--- config.mk ---
export PLATFORM = sky130hd
export DESIGN_NAME = control_unit_flat
export DESIGN_NICKNAME = d
export VERILOG_FILES = /design/src/rtl/cpu_pkg.sv /design/src/rtl/control_unit_if.sv /design/src/rtl/instr_decoder.sv /design/src/rtl/control_unit.sv /design/src/flat_wrapper.sv
export SDC_FILE = /design/constraint.sdc
export NUM_CORES = 1
export LEC_CHECK = 0
export CAP_MARGIN = 0
export CORE_MARGIN = 1.5
export CORE_UTILIZATION = 53
export CTS_CLUSTER_SIZE = 14
export DETAILED_ROUTE_END_ITERATION = 8
export PLACE_DENSITY_LB_ADDON = 0.1
export SLEW_MARGIN = 5
export SYNTH_ARGS = -nofsm -noshare
export SYNTH_HDL_FRONTEND = slang
export SYNTH_HIERARCHICAL = 1
export SYNTH_SLANG_ARGS = --single-unit
--- constraint.sdc ---
create_clock -name clock -period 3.02 [get_ports clock]
set_input_delay 0.906 -clock clock [delete_from_list [all_inputs] [get_ports clock]]
set_output_delay 0.906 -clock clock [all_outputs]
set_load 0.01 [all_outputs]
--- src/rtl/cpu_pkg.sv ---
// rtl/cpu_pkg.sv - shared opcodes, ALU selects, FSM states and control bundle for the sequencer
package cpu_pkg;

    typedef enum logic [4:0] {
        OP_NOP  = 5'b00000,
        OP_ADD  = 5'b00001,
        OP_SUB  = 5'b00010,
        OP_AND  = 5'b00011,
        OP_OR   = 5'b00100,
        OP_XOR  = 5'b00101,
        OP_MOV  = 5'b00110,
        OP_LD   = 5'b00111,
        OP_ST   = 5'b01000,
        OP_MOVI = 5'b10110,
        OP_ADDI = 5'b10111,
        OP_BZ   = 5'b11000,
        OP_BP   = 5'b11001,
        OP_JMP  = 5'b11010,
        OP_HALT = 5'b11111
    } opcode_t;

    localparam logic [3:0] ALU_ADD   = 4'b0000;
    localparam logic [3:0] ALU_SUB   = 4'b0001;
    localparam logic [3:0] ALU_AND   = 4'b0010;
    localparam logic [3:0] ALU_OR    = 4'b0011;
    localparam logic [3:0] ALU_XOR   = 4'b0100;
    localparam logic [3:0] ALU_PASSA = 4'b1010;
    localparam logic [3:0] ALU_PASSB = 4'b1011;

    typedef enum logic [2:0] {
        S_FETCH,
        S_DECODE,
        S_EXECUTE,
        S_WRITEBACK,
        S_HALT
    } state_t;

    typedef enum logic [1:0] {
        BR_NONE,
        BR_ZERO,
        BR_POS,
        BR_JUMP
    } branch_t;

    localparam int OP_MSB  = 15;
    localparam int OP_LSB  = 11;
    localparam int RD_MSB  = 10;
    localparam int RD_LSB  = 8;
    localparam int RS_MSB  = 7;
    localparam int RS_LSB  = 5;
    localparam int RT_MSB  = 4;
    localparam int RT_LSB  = 2;
    localparam int IMM_MSB = 7;
    localparam int IMM_LSB = 0;

    typedef struct packed {
        logic [3:0]  alu_sel;
        logic        imm_sel;
        logic [15:0] imm_data;
        logic        mem_sel;
        logic        writes_rd;
        logic        is_store;
        branch_t     branch;
        logic        illegal;
        logic [2:0]  rs_addr;
        logic [2:0]  rt_addr;
        logic [2:0]  rd_addr;
    } ctrl_t;

    function automatic logic op_is_legal(input logic [4:0] op);
        case (op)
            OP_NOP, OP_ADD, OP_SUB, OP_AND, OP_OR, OP_XOR, OP_MOV, OP_LD, OP_ST,
            OP_MOVI, OP_ADDI, OP_BZ, OP_BP, OP_JMP, OP_HALT: return 1'b1;
            default:                                          return 1'b0;
        endcase
    endfunction

endpackage

--- src/rtl/control_unit_if.sv ---
// rtl/control_unit_if.sv - ROM, flag and datapath control signals between sequencer and datapath
interface control_unit_if #(
    parameter int PC_WIDTH = 8
);
    logic [PC_WIDTH-1:0] instr_addr;
    logic [15:0]         instr_data;
    logic                zero_flag;
    logic                pos_flag;
    logic                rf_write;
    logic [2:0]          rs_addr;
    logic [2:0]          rt_addr;
    logic [2:0]          rd_addr;
    logic [15:0]         imm_data;
    logic                imm_sel;
    logic [3:0]          alu_sel;
    logic                mem_write;
    logic                mem_sel;
    logic                halted;
    logic                illegal_op;

    modport master (
        output instr_addr, rf_write, rs_addr, rt_addr, rd_addr, imm_data, imm_sel,
               alu_sel, mem_write, mem_sel, halted, illegal_op,
        input  instr_data, zero_flag, pos_flag
    );

    modport slave (
        input  instr_addr, rf_write, rs_addr, rt_addr, rd_addr, imm_data, imm_sel,
               alu_sel, mem_write, mem_sel, halted, illegal_op,
        output instr_data, zero_flag, pos_flag
    );
endinterface

--- src/rtl/instr_decoder.sv ---
// rtl/instr_decoder.sv - purely combinational instruction register to control bundle decode
module instr_decoder
    import cpu_pkg::*;
(
    input  logic [15:0] ir,
    output ctrl_t       ctrl
);
    opcode_t op;

    always_comb begin
        op            = opcode_t'(ir[OP_MSB:OP_LSB]);
        ctrl          = '0;
        ctrl.branch   = BR_NONE;
        ctrl.rs_addr  = ir[RS_MSB:RS_LSB];
        ctrl.rt_addr  = ir[RT_MSB:RT_LSB];
        ctrl.rd_addr  = ir[RD_MSB:RD_LSB];
        ctrl.illegal  = !op_is_legal(ir[OP_MSB:OP_LSB]);
        case (op)
            OP_ADD:  begin ctrl.alu_sel = ALU_ADD;   ctrl.writes_rd = 1'b1; end
            OP_SUB:  begin ctrl.alu_sel = ALU_SUB;   ctrl.writes_rd = 1'b1; end
            OP_AND:  begin ctrl.alu_sel = ALU_AND;   ctrl.writes_rd = 1'b1; end
            OP_OR:   begin ctrl.alu_sel = ALU_OR;    ctrl.writes_rd = 1'b1; end
            OP_XOR:  begin ctrl.alu_sel = ALU_XOR;   ctrl.writes_rd = 1'b1; end
            OP_MOV:  begin ctrl.alu_sel = ALU_PASSA; ctrl.writes_rd = 1'b1; end
            OP_LD: begin
                ctrl.alu_sel   = ALU_PASSA;
                ctrl.mem_sel   = 1'b1;
                ctrl.writes_rd = 1'b1;
            end
            OP_ST: begin
                ctrl.alu_sel  = ALU_PASSA;
                ctrl.is_store = 1'b1;
            end
            OP_MOVI: begin
                ctrl.alu_sel   = ALU_PASSB;
                ctrl.imm_sel   = 1'b1;
                ctrl.imm_data  = {8'h00, ir[IMM_MSB:IMM_LSB]};
                ctrl.writes_rd = 1'b1;
            end
            // ADDI reads and writes the same register, so operand A comes from the rd field
            OP_ADDI: begin
                ctrl.alu_sel   = ALU_ADD;
                ctrl.imm_sel   = 1'b1;
                ctrl.imm_data  = {{8{ir[IMM_MSB]}}, ir[IMM_MSB:IMM_LSB]};
                ctrl.rs_addr   = ir[RD_MSB:RD_LSB];
                ctrl.writes_rd = 1'b1;
            end
            OP_BZ: begin
                ctrl.alu_sel = ALU_PASSA;
                ctrl.rs_addr = ir[RD_MSB:RD_LSB];
                ctrl.branch  = BR_ZERO;
            end
            OP_BP: begin
                ctrl.alu_sel = ALU_PASSA;
                ctrl.rs_addr = ir[RD_MSB:RD_LSB];
                ctrl.branch  = BR_POS;
            end
            OP_JMP:  ctrl.branch = BR_JUMP;
            default: ;
        endcase
    end
endmodule

--- src/rtl/control_unit.sv ---
// rtl/control_unit.sv - four-phase fetch/decode/execute/write-back sequencer driving the datapath
module control_unit
    import cpu_pkg::*;
#(
    parameter int                  PC_WIDTH = 8,
    parameter logic [PC_WIDTH-1:0] RESET_PC = '0
) (
    input  logic              clock,
    input  logic              reset,
    control_unit_if.master    bus
);
    state_t              state;
    state_t              next_state;
    logic [PC_WIDTH-1:0] pc;
    logic [15:0]         ir;
    logic                illegal_q;
    ctrl_t               ctrl;
    logic [4:0]          fetched_op;
    logic [PC_WIDTH-1:0] br_off;
    logic [PC_WIDTH-1:0] jmp_tgt;
    logic                take_branch;

    instr_decoder u_decoder (
        .ir   (ir),
        .ctrl (ctrl)
    );

    assign fetched_op  = bus.instr_data[OP_MSB:OP_LSB];
    assign br_off      = PC_WIDTH'($signed(ir[IMM_MSB:IMM_LSB]));
    assign jmp_tgt     = PC_WIDTH'(ir[IMM_MSB:IMM_LSB]);
    assign take_branch = (ctrl.branch == BR_ZERO && bus.zero_flag) ||
                         (ctrl.branch == BR_POS  && bus.pos_flag);

    always_ff @(posedge clock) begin
        if (reset) begin
            state     <= S_FETCH;
            pc        <= RESET_PC;
            ir        <= '0;
            illegal_q <= 1'b0;
        end else begin
            state <= next_state;
            case (state)
                S_DECODE: begin
                    ir <= bus.instr_data;
                    pc <= pc + PC_WIDTH'(1);
                    if (!op_is_legal(fetched_op))
                        illegal_q <= 1'b1;
                end
                // pc already points past this instruction, so offsets are relative to address+1
                S_EXECUTE: begin
                    if (ctrl.branch == BR_JUMP)
                        pc <= jmp_tgt;
                    else if (take_branch)
                        pc <= pc + br_off;
                end
                default: ;
            endcase
        end
    end

    always_comb begin
        next_state = state;
        case (state)
            S_FETCH:     next_state = S_DECODE;
            S_DECODE:    next_state = (fetched_op == OP_HALT || !op_is_legal(fetched_op)) ?
                                      S_HALT : S_EXECUTE;
            S_EXECUTE:   next_state = S_WRITEBACK;
            S_WRITEBACK: next_state = S_FETCH;
            S_HALT:      next_state = S_HALT;
            default:     next_state = S_FETCH;
        endcase
    end

    always_comb begin
        bus.instr_addr = pc;
        bus.halted     = (state == S_HALT);
        bus.illegal_op = illegal_q;
        bus.rs_addr    = '0;
        bus.rt_addr    = '0;
        bus.rd_addr    = '0;
        bus.imm_data   = '0;
        bus.imm_sel    = 1'b0;
        bus.alu_sel    = '0;
        bus.mem_sel    = 1'b0;
        bus.mem_write  = 1'b0;
        bus.rf_write   = 1'b0;
        if (state == S_EXECUTE || state == S_WRITEBACK) begin
            bus.rs_addr   = ctrl.rs_addr;
            bus.rt_addr   = ctrl.rt_addr;
            bus.rd_addr   = ctrl.rd_addr;
            bus.imm_data  = ctrl.imm_data;
            bus.imm_sel   = ctrl.imm_sel;
            bus.alu_sel   = ctrl.alu_sel;
            bus.mem_sel   = ctrl.mem_sel;
            bus.mem_write = (state == S_EXECUTE)   && ctrl.is_store  && !ctrl.illegal;
            bus.rf_write  = (state == S_WRITEBACK) && ctrl.writes_rd && !ctrl.illegal;
        end
    end
endmodule

--- src/flat_wrapper.sv ---
// flat-port wrapper written by rule: the top's interface ports become plain ports
module control_unit_flat import cpu_pkg::*;
#(
    parameter int                  PC_WIDTH = 8,
    parameter logic [PC_WIDTH-1:0] RESET_PC = '0
)
  (clock, reset, bus_instr_addr, bus_rf_write, bus_rs_addr, bus_rt_addr, bus_rd_addr, bus_imm_data, bus_imm_sel, bus_alu_sel, bus_mem_write, bus_mem_sel, bus_halted, bus_illegal_op, bus_instr_data, bus_zero_flag, bus_pos_flag);
  control_unit_if #(.PC_WIDTH(PC_WIDTH)) bus_i ();
  input  logic clock;
  input  logic reset;
  output wire logic [$bits(bus_i.instr_addr)-1:0] bus_instr_addr;
  output wire logic [$bits(bus_i.rf_write)-1:0] bus_rf_write;
  output wire logic [$bits(bus_i.rs_addr)-1:0] bus_rs_addr;
  output wire logic [$bits(bus_i.rt_addr)-1:0] bus_rt_addr;
  output wire logic [$bits(bus_i.rd_addr)-1:0] bus_rd_addr;
  output wire logic [$bits(bus_i.imm_data)-1:0] bus_imm_data;
  output wire logic [$bits(bus_i.imm_sel)-1:0] bus_imm_sel;
  output wire logic [$bits(bus_i.alu_sel)-1:0] bus_alu_sel;
  output wire logic [$bits(bus_i.mem_write)-1:0] bus_mem_write;
  output wire logic [$bits(bus_i.mem_sel)-1:0] bus_mem_sel;
  output wire logic [$bits(bus_i.halted)-1:0] bus_halted;
  output wire logic [$bits(bus_i.illegal_op)-1:0] bus_illegal_op;
  input wire logic [$bits(bus_i.instr_data)-1:0] bus_instr_data;
  input wire logic [$bits(bus_i.zero_flag)-1:0] bus_zero_flag;
  input wire logic [$bits(bus_i.pos_flag)-1:0] bus_pos_flag;
  assign bus_instr_addr = bus_i.instr_addr;
  assign bus_rf_write = bus_i.rf_write;
  assign bus_rs_addr = bus_i.rs_addr;
  assign bus_rt_addr = bus_i.rt_addr;
  assign bus_rd_addr = bus_i.rd_addr;
  assign bus_imm_data = bus_i.imm_data;
  assign bus_imm_sel = bus_i.imm_sel;
  assign bus_alu_sel = bus_i.alu_sel;
  assign bus_mem_write = bus_i.mem_write;
  assign bus_mem_sel = bus_i.mem_sel;
  assign bus_halted = bus_i.halted;
  assign bus_illegal_op = bus_i.illegal_op;
  assign bus_i.instr_data = bus_instr_data;
  assign bus_i.zero_flag = bus_zero_flag;
  assign bus_i.pos_flag = bus_pos_flag;
  control_unit #(.PC_WIDTH(PC_WIDTH), .RESET_PC(RESET_PC)) u_core (.clock(clock), .reset(reset), .bus(bus_i));
endmodule
==> flow_summary.rst, run 1 <==
.. list-table::
   :header-rows: 1

   * - Metric
     - Value
   * - Outcome
     - finished clean
   * - Hold Vio Cnt, Final
     - 0
   * - Clock Path Buffers
     - 2
   * - Detailed-route via count
     - 2369
   * - Slew Limit Headroom
     - 52.2%
   * - Share of flip-flops with an asynchronous set or reset
     - 0%
   * - Antenna diode count
     - 0
   * - Global route total overflow
     - 0
   * - Delay of the slowest cell on the worst path
     - 0.47 ns
   * - Transition at the pin with the smallest max-transition slack
     - 0.716 ns
   * - Critical Path, Cell by Cell
     - and4b_1 -> o21ai_2 -> mux2_1 -> and2_1 -> clkdlybuf4s50_1
   * - Total length of routed wires
     - 5980 um
   * - Final critical path time including I/O delays and setup
     - 2.99 ns
   * - Number of distinct standard cells referenced by the synthesized netlist
     - 61
   * - Leakage Power
     - 1.15 nW
   * - Share of post-route cells with drive strength above 1
     - 8.67%
   * - Highest net fanout along the worst path
     - 9
   * - Antenna Nets Post-Route
     - 0
   * - NumNets Final
     - 399
   * - Max Cap Viol
     - 0
   * - Max-slew violation total from the final report
     - 0
   * - Hold buffers post-CTS
     - 0
   * - Setup violators final
     - 0
   * - Final clock period utilization by the worst path
     - 98.9%
   * - Hold_ws
     - 0.472 ns
   * - Placeable core region
     - 4350 um^2
   * - Avg Inst Size Synth
     - 7.33 um^2
   * - Clock buffer count from CTS
     - 3
   * - Number of ports placed on the die boundary
     - 63
   * - Setup skew after layout
     - 0.00117 ns
   * - Data arrival, critical path
     - 2.08 ns
   * - Die Area
     - 4950 um^2
   * - Initial antenna violation count
     - 0
   * - Router iterations before antenna repair
     - 5
   * - Cell chosen for the clock root
     - sky130_fd_sc_hd__clkbuf_8
   * - Element type at the critical path start
     - flop
   * - Hold Path Class
     - reg -> reg
   * - First-pass GRT wire length
     - 9750 um
   * - Average detailed-routed wire length per instance
     - 14.2 um
   * - Count of buffers from port buffering
     - 62
   * - Total routing usage reported by global routing
     - 24.0%
   * - Final cell utilization of the core
     - 69.5%
   * - Clock-pin transition on the worst setup and hold timing paths
     - 0.10 ns
   * - Register area share after synthesis
     - 23.3%
   * - Initial cell density of the core
     - 55.2%
   * - Total number of clock tree sinks
     - 28
   * - Worst Path Required
     - 2.11 ns
   * - Relative area change from synthesis to final layout
     - 25.9%
   * - Number of storage elements in the synthesis netlist
     - 28
   * - Maximum number of pins on one net before global-route repair
     - 32
   * - Number of rows in the core area
     - 24
   * - Primary FF master, synth
     - sky130_fd_sc_hd__dfxtp_1
   * - Maximum frequency from static timing analysis
     - 335 MHz
   * - Sort of element at the end of the critical path
     - output port
   * - HPWL after DPL
     - 4460 um
   * - Yosys warnings
     - 6
   * - Detailed Route Iter0 Violations
     - 134
   * - Total number of H-tree levels
     - 1
   * - Number of enable flip-flop cells after synthesis
     - 0
   * - DRC violation count after routing
     - 0
   * - Slowest cell on the critical path
     - sky130_fd_sc_hd__clkdlybuf4s50_1
   * - Worst ir drop on vdd
     - 0.000234 V
   * - Die Y-Extent
     - 70.4 um
   * - Post-Syn Nets
     - 357
   * - Vias per inst
     - 5.63
   * - Post-synthesis instance total
     - 328
   * - Power density over cell area
     - 321 nW/um^2
   * - Summed instance area of the synthesized netlist
     - 2400 um^2
   * - Horizontal die dimension
     - 70.4 um
   * - Vias in the first global route
     - 2156
   * - Setup repair after global routing missed its margin
     - yes
   * - Kind of critical path
     - reg -> out
   * - Latest clock arrival within the worst-skew pair
     - 0.28 ns
   * - TritonCTS clock tree
     - yes
   * - Weighted congestion reported at the end of routability-driven placement
     - 0.884
==> worst paths after layout <==
path / slack [ns] / end / start / cells after the start
max: 0.03 / bus_rs_addr[2] / u_core/ir[14] / 5
min reg2reg: 0.47 / u_core/bus.illegal_op / u_core/bus.illegal_op / 2
min: 0.47 / u_core/bus.illegal_op / u_core/bus.illegal_op / 2
max reg2reg: 0.88 / u_core/bus.instr_addr[4] / u_core/bus.instr_addr[0] / 8
==> through the flow <==
stage / cells / instance area (um^2) / TNS [ns] / setup slack [ns] / power (W)
final: 421 / 3030 / 0 / 0.0321 / 0.000972
after global routing: 421 / 3030 / -0.549 / -0.0854 / 0.00102
after CTS: 421 / 3020 / 0 / 0.0153 / 0.000978
after detailed placement: 417 / 2960 / 0 / 0.221 / 0.000736
after global placement: 417 / 2960 / 0 / 0.225 / 0.000730
after floorplan: 328 / 2400 / 0 / 0.636 / 0.000642
==> critical path: cells and delay by family (launching register included) <==
family	cells	cell delay (ns)
AOI/OAI and AO/OA	1	0.20
and+or+nand+nor	2	0.35
buffers and inverters	1	0.47
DFF	1	0.42
muxes	1	0.35
==> layout make-up <==
type | count | area (um^2)
timing repair buffer | 69 | 676
sequential | 28 | 571
tap | 52 | 65.1
inverter | 8 | 30.0
clock buffer | 4 | 55.1
multi-input combinational | 260 | 1630
fill | 387 | 1330
==> state kept, by name, indices dropped and copies added, names as in the netlist <==
signal                 cells
u_core/bus.illegal_op      1
u_core/bus.instr_addr      8
u_core/ir                 16
u_core/state               3
==> synthesized netlist by cell type (4+ instances only) <==
| cell | count | area, um^2 |
|---|---|---|
| sky130_fd_sc_hd__a211oi_1 | 7 | 52.6 |
| sky130_fd_sc_hd__a21oi_1 | 30 | 150 |
| sky130_fd_sc_hd__and2_1 | 41 | 257 |
| sky130_fd_sc_hd__and3_1 | 4 | 25.0 |
| sky130_fd_sc_hd__buf_2 | 7 | 35.0 |
| sky130_fd_sc_hd__buf_4 | 14 | 105 |
| sky130_fd_sc_hd__clkbuf_1 | 9 | 33.8 |
| sky130_fd_sc_hd__dfxtp_1 | 28 | 561 |
| sky130_fd_sc_hd__ha_1 | 8 | 100 |
| sky130_fd_sc_hd__inv_1 | 8 | 30.0 |
| sky130_fd_sc_hd__nand2_1 | 54 | 203 |
| sky130_fd_sc_hd__nand3_1 | 8 | 40.0 |
| sky130_fd_sc_hd__nor2_1 | 18 | 67.6 |
| sky130_fd_sc_hd__nor2b_1 | 5 | 31.3 |
| sky130_fd_sc_hd__nor3_1 | 7 | 35.0 |
| sky130_fd_sc_hd__nor3b_1 | 7 | 52.6 |
| sky130_fd_sc_hd__o21ai_0 | 9 | 45.0 |
| sky130_fd_sc_hd__xnor2_1 | 4 | 35.0 |
==> timing repair <==
action	4_1_cts	5_1_grt
resized for setup	5	4
setup buffers	0	0
setup endpoints to repair	15	20
==> kinds of logic after synthesis <==
group,count (synthesis),share of synthesized area (%)
fa+ha+maj,9,4.99
flops,28,23.3
buf+inv,40,9.16
xor+xnor,5,1.82
compound gates,77,21.8
mux,5,2.29
simple gates,164,36.6
==> cell usage in the layout (no fill, tap or decap), types with 8 or more instances in the layout <==
| cell | n |
|---|---|
| sky130_fd_sc_hd__o21ai_0 | 9 |
| sky130_fd_sc_hd__ha_1 | 8 |
| sky130_fd_sc_hd__and2_1 | 41 |
| sky130_fd_sc_hd__clkdlybuf4s50_1 | 61 |
| sky130_fd_sc_hd__a21oi_1 | 30 |
| sky130_fd_sc_hd__nand2_1 | 54 |
| sky130_fd_sc_hd__nor2_1 | 18 |
| sky130_fd_sc_hd__nand3_1 | 8 |
| sky130_fd_sc_hd__dfxtp_1 | 22 |
| sky130_fd_sc_hd__inv_1 | 8 |
==> power by group <==
part | total (W) | internal, W | switching, W
combinational | 0.000283 | 0.000135 | 0.000149
clock | 0.000240 | 0.000117 | 0.000123
sequential | 0.000448 | 0.000401 | 0.0000471
==> per-layer routing <==
layer / part of all wire (%) / GRT usage, %
met5: 0 / 0
met4: 0.49 / 7.26
met3: 7.7 / 3.61
met2: 48 / 40.4
met1: 44 / 31.5
Power figures use the tool's default switching activity.
==> inputs of run 2 (changes only) <==
Settings changed: CORE_ASPECT_RATIO set to 0.5.
==> flow_summary.rst, run 2 (synthesized netlist as in run 1, its figures left out) <==
.. list-table::
   :header-rows: 1

   * - Metric
     - Value
   * - Horizontal die dimension
     - 98.3 um
   * - Total routing usage reported by global routing
     - 24.7%
   * - Weighted congestion reported at the end of routability-driven placement
     - 0.857
   * - Routing layer with the top usage in global route
     - met2
   * - Maximum number of pins on one net before global-route repair
     - 27
   * - Die Y-Extent
     - 50.6 um
   * - Hold Path Class
     - reg -> reg
   * - Max-slew violation total from the final report
     - 0
   * - Number of rows in the core area
     - 17
   * - Average detailed-routed wire length per instance
     - 14.6 um
   * - Clock buffer count from CTS
     - 3
   * - HPWL after DPL
     - 4600 um
   * - Power, Total
     - 0.00104 W
   * - Setup repair after global routing missed its margin
     - no
   * - Total number of clock tree sinks
     - 28
   * - Count of buffers from port buffering
     - 62
   * - Total length of routed wires
     - 6190 um
   * - Hold_ws
     - 0.470 ns
   * - Non-filler cells in the finished layout
     - 425
   * - Relative area change from synthesis to final layout
     - 27.3%
   * - Hold Vio Cnt, Final
     - 0
   * - Transition at the pin with the smallest max-transition slack
     - 0.703 ns
   * - Die Area
     - 4970 um^2
   * - Initial cell density of the core
     - 54.9%
   * - Clock-pin transition on the worst setup and hold timing paths
     - 0.10 ns
   * - Clock Path Buffers
     - 2
   * - Most frequent cells in the layout
     - 60 x sky130_fd_sc_hd__clkdlybuf4s50_1, 54 x sky130_fd_sc_hd__nand2_1, 41 x sky130_fd_sc_hd__and2_1
   * - Setup violators final
     - 0
   * - Final cell utilization of the core
     - 69.9%
   * - TritonCTS clock tree
     - yes
   * - Cell chosen for the clock root
     - sky130_fd_sc_hd__clkbuf_8
   * - Detailed Route Iter0 Violations
     - 147
   * - Psw
     - 0.000326 W
   * - Number of ports placed on the die boundary
     - 63
   * - Initial antenna violation count
     - 0
   * - Worst Path Required
     - 2.11 ns
   * - Data arrival, critical path
     - 2.04 ns
   * - Post-placement cell count
     - 420
   * - Slew Limit Headroom
     - 53.1%
   * - Worst ir drop on vdd
     - 0.000207 V
   * - DRC violation count after routing
     - 0
   * - Largest Register
     - u_core/ir
   * - Global-route met1 utilization
     - 32.1%
   * - Met3 Track Usage GR
     - 3.90%
   * - Outcome
     - finished clean
   * - Highest net fanout along the worst path
     - 9
   * - First-pass GRT wire length
     - 9870 um
   * - Antenna Nets Post-Route
     - 0
   * - Latest clock arrival within the worst-skew pair
     - 0.28 ns
   * - Leakage Power
     - 1.17 nW
   * - Number of flip-flops in the largest register
     - 16
   * - Kind of critical path
     - reg -> out
   * - NumNets Final
     - 398
   * - Element type at the critical path start
     - flop
   * - Vias per inst
     - 5.73
   * - Share of post-route cells with drive strength above 1
     - 8.15%
   * - Hold buffers post-CTS
     - 0
   * - Most common cell after layout, fill and taps aside
     - sky130_fd_sc_hd__clkdlybuf4s50_1
   * - Final clock period utilization by the worst path
     - 97.6%
   * - Met2 global-route usage
     - 44.6%
   * - Relative contribution of the clock network to total power
     - 29.4%
   * - Sw Ratio
     - 31.5%
   * - Setup TNS
     - 0 ns
   * - Detailed-route via count
     - 2437
   * - Router iterations before antenna repair
     - 4
   * - Maximum frequency from static timing analysis
     - 339 MHz
   * - Sort of element at the end of the critical path
     - output port
   * - Power density over cell area
     - 339 nW/um^2
   * - Final critical path time including I/O delays and setup
     - 2.95 ns
   * - Cell internal power dissipation
     - 0.000711 W
   * - Total number of H-tree levels
     - 1
   * - Setup skew after layout
     - 0.0103 ns
   * - Placeable core region
     - 4380 um^2
   * - Comb pwr share
     - 26.4%
   * - Vias in the first global route
     - 2117
   * - Antenna diode count
     - 0
   * - Global route total overflow
     - 0
   * - Max Cap Viol
     - 0
   * - Flop pwr share
     - 44.1%
[run 2: cell types whose count changed in the layout (fill, tap and decap cells not counted)]
cell / change
sky130_fd_sc_hd__dfxtp_2: -3
sky130_fd_sc_hd__dfxtp_4: +3
sky130_fd_sc_hd__and3_1: +1
sky130_fd_sc_hd__and3_2: -1
sky130_fd_sc_hd__buf_4: -1
sky130_fd_sc_hd__bufinv_16: +1
sky130_fd_sc_hd__clkbuf_8: -1
sky130_fd_sc_hd__clkdlybuf4s50_1: -1
sky130_fd_sc_hd__dlymetal6s2s_1: +1
sky130_fd_sc_hd__nor2b_2: -1
sky130_fd_sc_hd__nor2b_4: +1
sky130_fd_sc_hd__nor3b_2: -1
sky130_fd_sc_hd__nor3b_4: +1
[run 2: power by group through the flow]
stage | clock network [W] | registers, W | logic (W)
after floorplan | 0 | 0.000439 | 0.000204
after global placement | 0 | 0.000461 | 0.000261
after detailed placement | 0 | 0.000463 | 0.000269
after CTS | 0.000307 | 0.000456 | 0.000271
after global routing | 0.000319 | 0.000464 | 0.000304
final | 0.000305 | 0.000458 | 0.000274
[run 2: final timing paths]
check	from	to	slack (ns)	cells past startpoint
max	u_core/ir[14]	bus_rs_addr[2]	0.07	5
min	u_core/ir[10]	u_core/ir[10]	0.47	2
max reg2reg	u_core/bus.instr_addr[0]	u_core/bus.instr_addr[4]	0.86	8
min reg2reg	u_core/ir[10]	u_core/ir[10]	0.47	2
[run 2: layout make-up]
cell class,instances,area (um^2)
multi-input combinational,260,1640
fill,364,1320
timing repair buffer,68,671
sequential,28,578
tap,57,71.3
clock buffer,3,41.3
clock inverter,1,30.0
inverter,8,30.0
[run 2: what timing repair did]
action / in CTS / in global routing
buffers inserted: 0 / 1
resized for setup: 5 / 9
endpoints found under the setup margin: 22 / 21
[run 2: routing by layer]
metal	up-vias	routed length [um]
li1	1212	-
met1	1138	2780
met2	83	2990
met3	4	384
met4	0	24
met5	-	0
[run 2: metrics by stage]
stage	setup slack (ns)	area [um^2]
2_1_floorplan	0.636	2400
3_3_place_gp	0.260	2950
3_5_place_dp	0.193	2950
4_1_cts	0.00611	3030
5_1_grt	0.00170	3060
6_report	0.0723	3060
[run 2: worst max-delay path: stages, from the launching register on]
cell,delay [ns]
sky130_fd_sc_hd__dfxtp_4,0.42
sky130_fd_sc_hd__and4b_1,0.22
sky130_fd_sc_hd__o21ai_2,0.18
sky130_fd_sc_hd__mux2_1,0.34
sky130_fd_sc_hd__and2_1,0.14
sky130_fd_sc_hd__clkdlybuf4s50_1,0.47
==> inputs of run 3 (changes only) <==
Settings changed: PLACE_DENSITY set to 0.85, PLACE_DENSITY_LB_ADDON 0.1 to not set.
==> flow_summary.rst, run 3 (synthesized netlist as in run 1, its figures left out) <==
.. list-table::
   :header-rows: 1

   * - Metric
     - Value
   * - Relative area change from synthesis to final layout
     - 27.6%
   * - Most common cell after layout, fill and taps aside
     - sky130_fd_sc_hd__clkdlybuf4s50_1
   * - Leakage Power
     - 1.15 nW
   * - Latest clock arrival within the worst-skew pair
     - 0.29 ns
   * - Maximum frequency from static timing analysis
     - 341 MHz
   * - Max-slew violation total from the final report
     - 0
   * - Total routing usage reported by global routing
     - 24.0%
   * - Number of ports placed on the die boundary
     - 63
   * - Max Cap Viol
     - 0
   * - Number of flip-flops in the largest register
     - 16
   * - Antenna diode count
     - 0
   * - Antenna Nets Post-Route
     - 0
   * - Worst setup margin
     - 0.0845 ns
   * - TritonCTS clock tree
     - yes
   * - Worst Path Required
     - 2.11 ns
   * - Total number of clock tree sinks
     - 28
   * - Power density over cell area
     - 337 nW/um^2
   * - Hold buffers post-CTS
     - 0
   * - Count of buffers from port buffering
     - 62
   * - First-pass GRT wire length
     - 9740 um
   * - Worst setup timing slack at the placement stage
     - 0.206 ns
   * - Total number of H-tree levels
     - 1
   * - Vias per inst
     - 5.64
   * - Final critical path time including I/O delays and setup
     - 2.94 ns
   * - Transition at the pin with the smallest max-transition slack
     - 0.772 ns
   * - Weighted congestion reported at the end of routability-driven placement
     - 0.876
   * - Hold Path Class
     - reg -> reg
   * - Hold Vio Cnt, Final
     - 0
   * - Final clock period utilization by the worst path
     - 97.2%
   * - Number of rows in the core area
     - 17
   * - DRC violation count after routing
     - 0
   * - Detailed-route via count
     - 2398
   * - Slew Limit Headroom
     - 48.4%
   * - Post-placement cell count
     - 420
   * - Worst ir drop on vdd
     - 0.000275 V
   * - Vias in the first global route
     - 2163
   * - Initial antenna violation count
     - 0
   * - Clock buffer count from CTS
     - 3
   * - Total length of routed wires
     - 5930 um
   * - Sort of element at the end of the critical path
     - output port
   * - Setup violators final
     - 0
   * - Placeable core region
     - 4380 um^2
   * - Die Y-Extent
     - 50.6 um
   * - Hold_ws
     - 0.481 ns
   * - Clock-pin transition on the worst setup and hold timing paths
     - 0.10 ns
   * - Power, Total
     - 0.00103 W
   * - Highest net fanout along the worst path
     - 8
   * - Setup skew after layout
     - 0.00849 ns
   * - Non-filler cells in the finished layout
     - 425
   * - Initial cell density of the core
     - 54.9%
   * - HPWL after DPL
     - 4480 um
   * - Kind of critical path
     - reg -> out
   * - Outcome
     - finished clean
   * - Cell chosen for the clock root
     - sky130_fd_sc_hd__clkbuf_8
   * - Detailed Route Iter0 Violations
     - 126
   * - Most frequent cells in the layout
     - 61 x sky130_fd_sc_hd__clkdlybuf4s50_1, 54 x sky130_fd_sc_hd__nand2_1, 41 x sky130_fd_sc_hd__and2_1
   * - Global route total overflow
     - 0
   * - NumNets Final
     - 398
   * - Maximum number of pins on one net before global-route repair
     - 32
   * - Router iterations before antenna repair
     - 4
   * - Share of post-route cells with drive strength above 1
     - 8.70%
   * - Die Area
     - 4970 um^2
   * - Horizontal die dimension
     - 98.3 um
   * - Data arrival, critical path
     - 2.03 ns
   * - Largest Register
     - u_core/ir
   * - Element type at the critical path start
     - flop
   * - Average detailed-routed wire length per instance
     - 14.0 um
   * - Clock Path Buffers
     - 2
## run 3: changes by cell type in the layout (fill, tap and decap cells not counted)
cell / delta
sky130_fd_sc_hd__dfxtp_2: -1
sky130_fd_sc_hd__and3_1: -2
sky130_fd_sc_hd__dfxtp_4: +1
sky130_fd_sc_hd__and3_4: +1
sky130_fd_sc_hd__and3_2: +1
sky130_fd_sc_hd__clkdlybuf4s50_1: +1
sky130_fd_sc_hd__dlymetal6s2s_1: -1
sky130_fd_sc_hd__o311ai_1: +1
sky130_fd_sc_hd__o311ai_0: -1
## run 3: worst paths after layout
check | start | to | slack (ns) | cells after the start
hold / removal | u_core/ir[10] | u_core/ir[10] | 0.48 | 2
setup reg to reg | u_core/ir[13] | u_core/bus.instr_addr[4] | 0.75 | 9
hold reg to reg | u_core/ir[10] | u_core/ir[10] | 0.48 | 2
setup / recovery | u_core/ir[14] | bus_rs_addr[2] | 0.08 | 5
## run 3: metal layers
layer / part of all wire (%) / GRT usage (%) / wire (um) / vias up
li1: - / - / - / 1204
met1: 44 / 30.2 / 2610 / 1107
met4: 0.83 / 4.93 / 49 / 0
met5: 0 / 0 / 0 / -
met3: 6.1 / 3.20 / 361 / 8
met2: 49 / 44.7 / 2910 / 79
## run 3: critical path, cell delays in order, from the launching register on
cell                              delay, ns
sky130_fd_sc_hd__dfxtp_4               0.41
sky130_fd_sc_hd__and4b_1               0.21
sky130_fd_sc_hd__o21ai_2               0.18
sky130_fd_sc_hd__mux2_1                0.33
sky130_fd_sc_hd__and2_1                0.14
sky130_fd_sc_hd__clkdlybuf4s50_1       0.47
## run 3: what timing repair did
item,4_1_cts,5_1_grt
hold endpoints to repair,0,0
setup buffers,0,1
gates resized for setup,7,11
setup endpoints to repair,18,19
cloned,0,0
## run 3: cell type report
type / count / area (um^2)
Clock buffer: 3 / 41.3
Fill cell: 361 / 1310
Clock inverter: 1 / 30.0
Timing Repair Buffer: 68 / 668
Multi-Input combinational cell: 260 / 1650
Tap cell: 57 / 71.3
Inverter: 8 / 30.0
Sequential cell: 28 / 581
## run 3: per-stage QoR
step	setup TNS (ns)	utilization [%]	cell area, um^2
after detailed placement	0	67.3	2950
after global routing	-0.00539	70.0	3070
after global placement	0	67.3	2950
after floorplan	0	-	2400
after CTS	0	69.2	3030
final	0	70.0	3070
## run 3: power by group
part	internal [W]	switching (W)
combinational	0.000135	0.000142
sequential	0.000400	0.0000559
clock	0.000178	0.000124
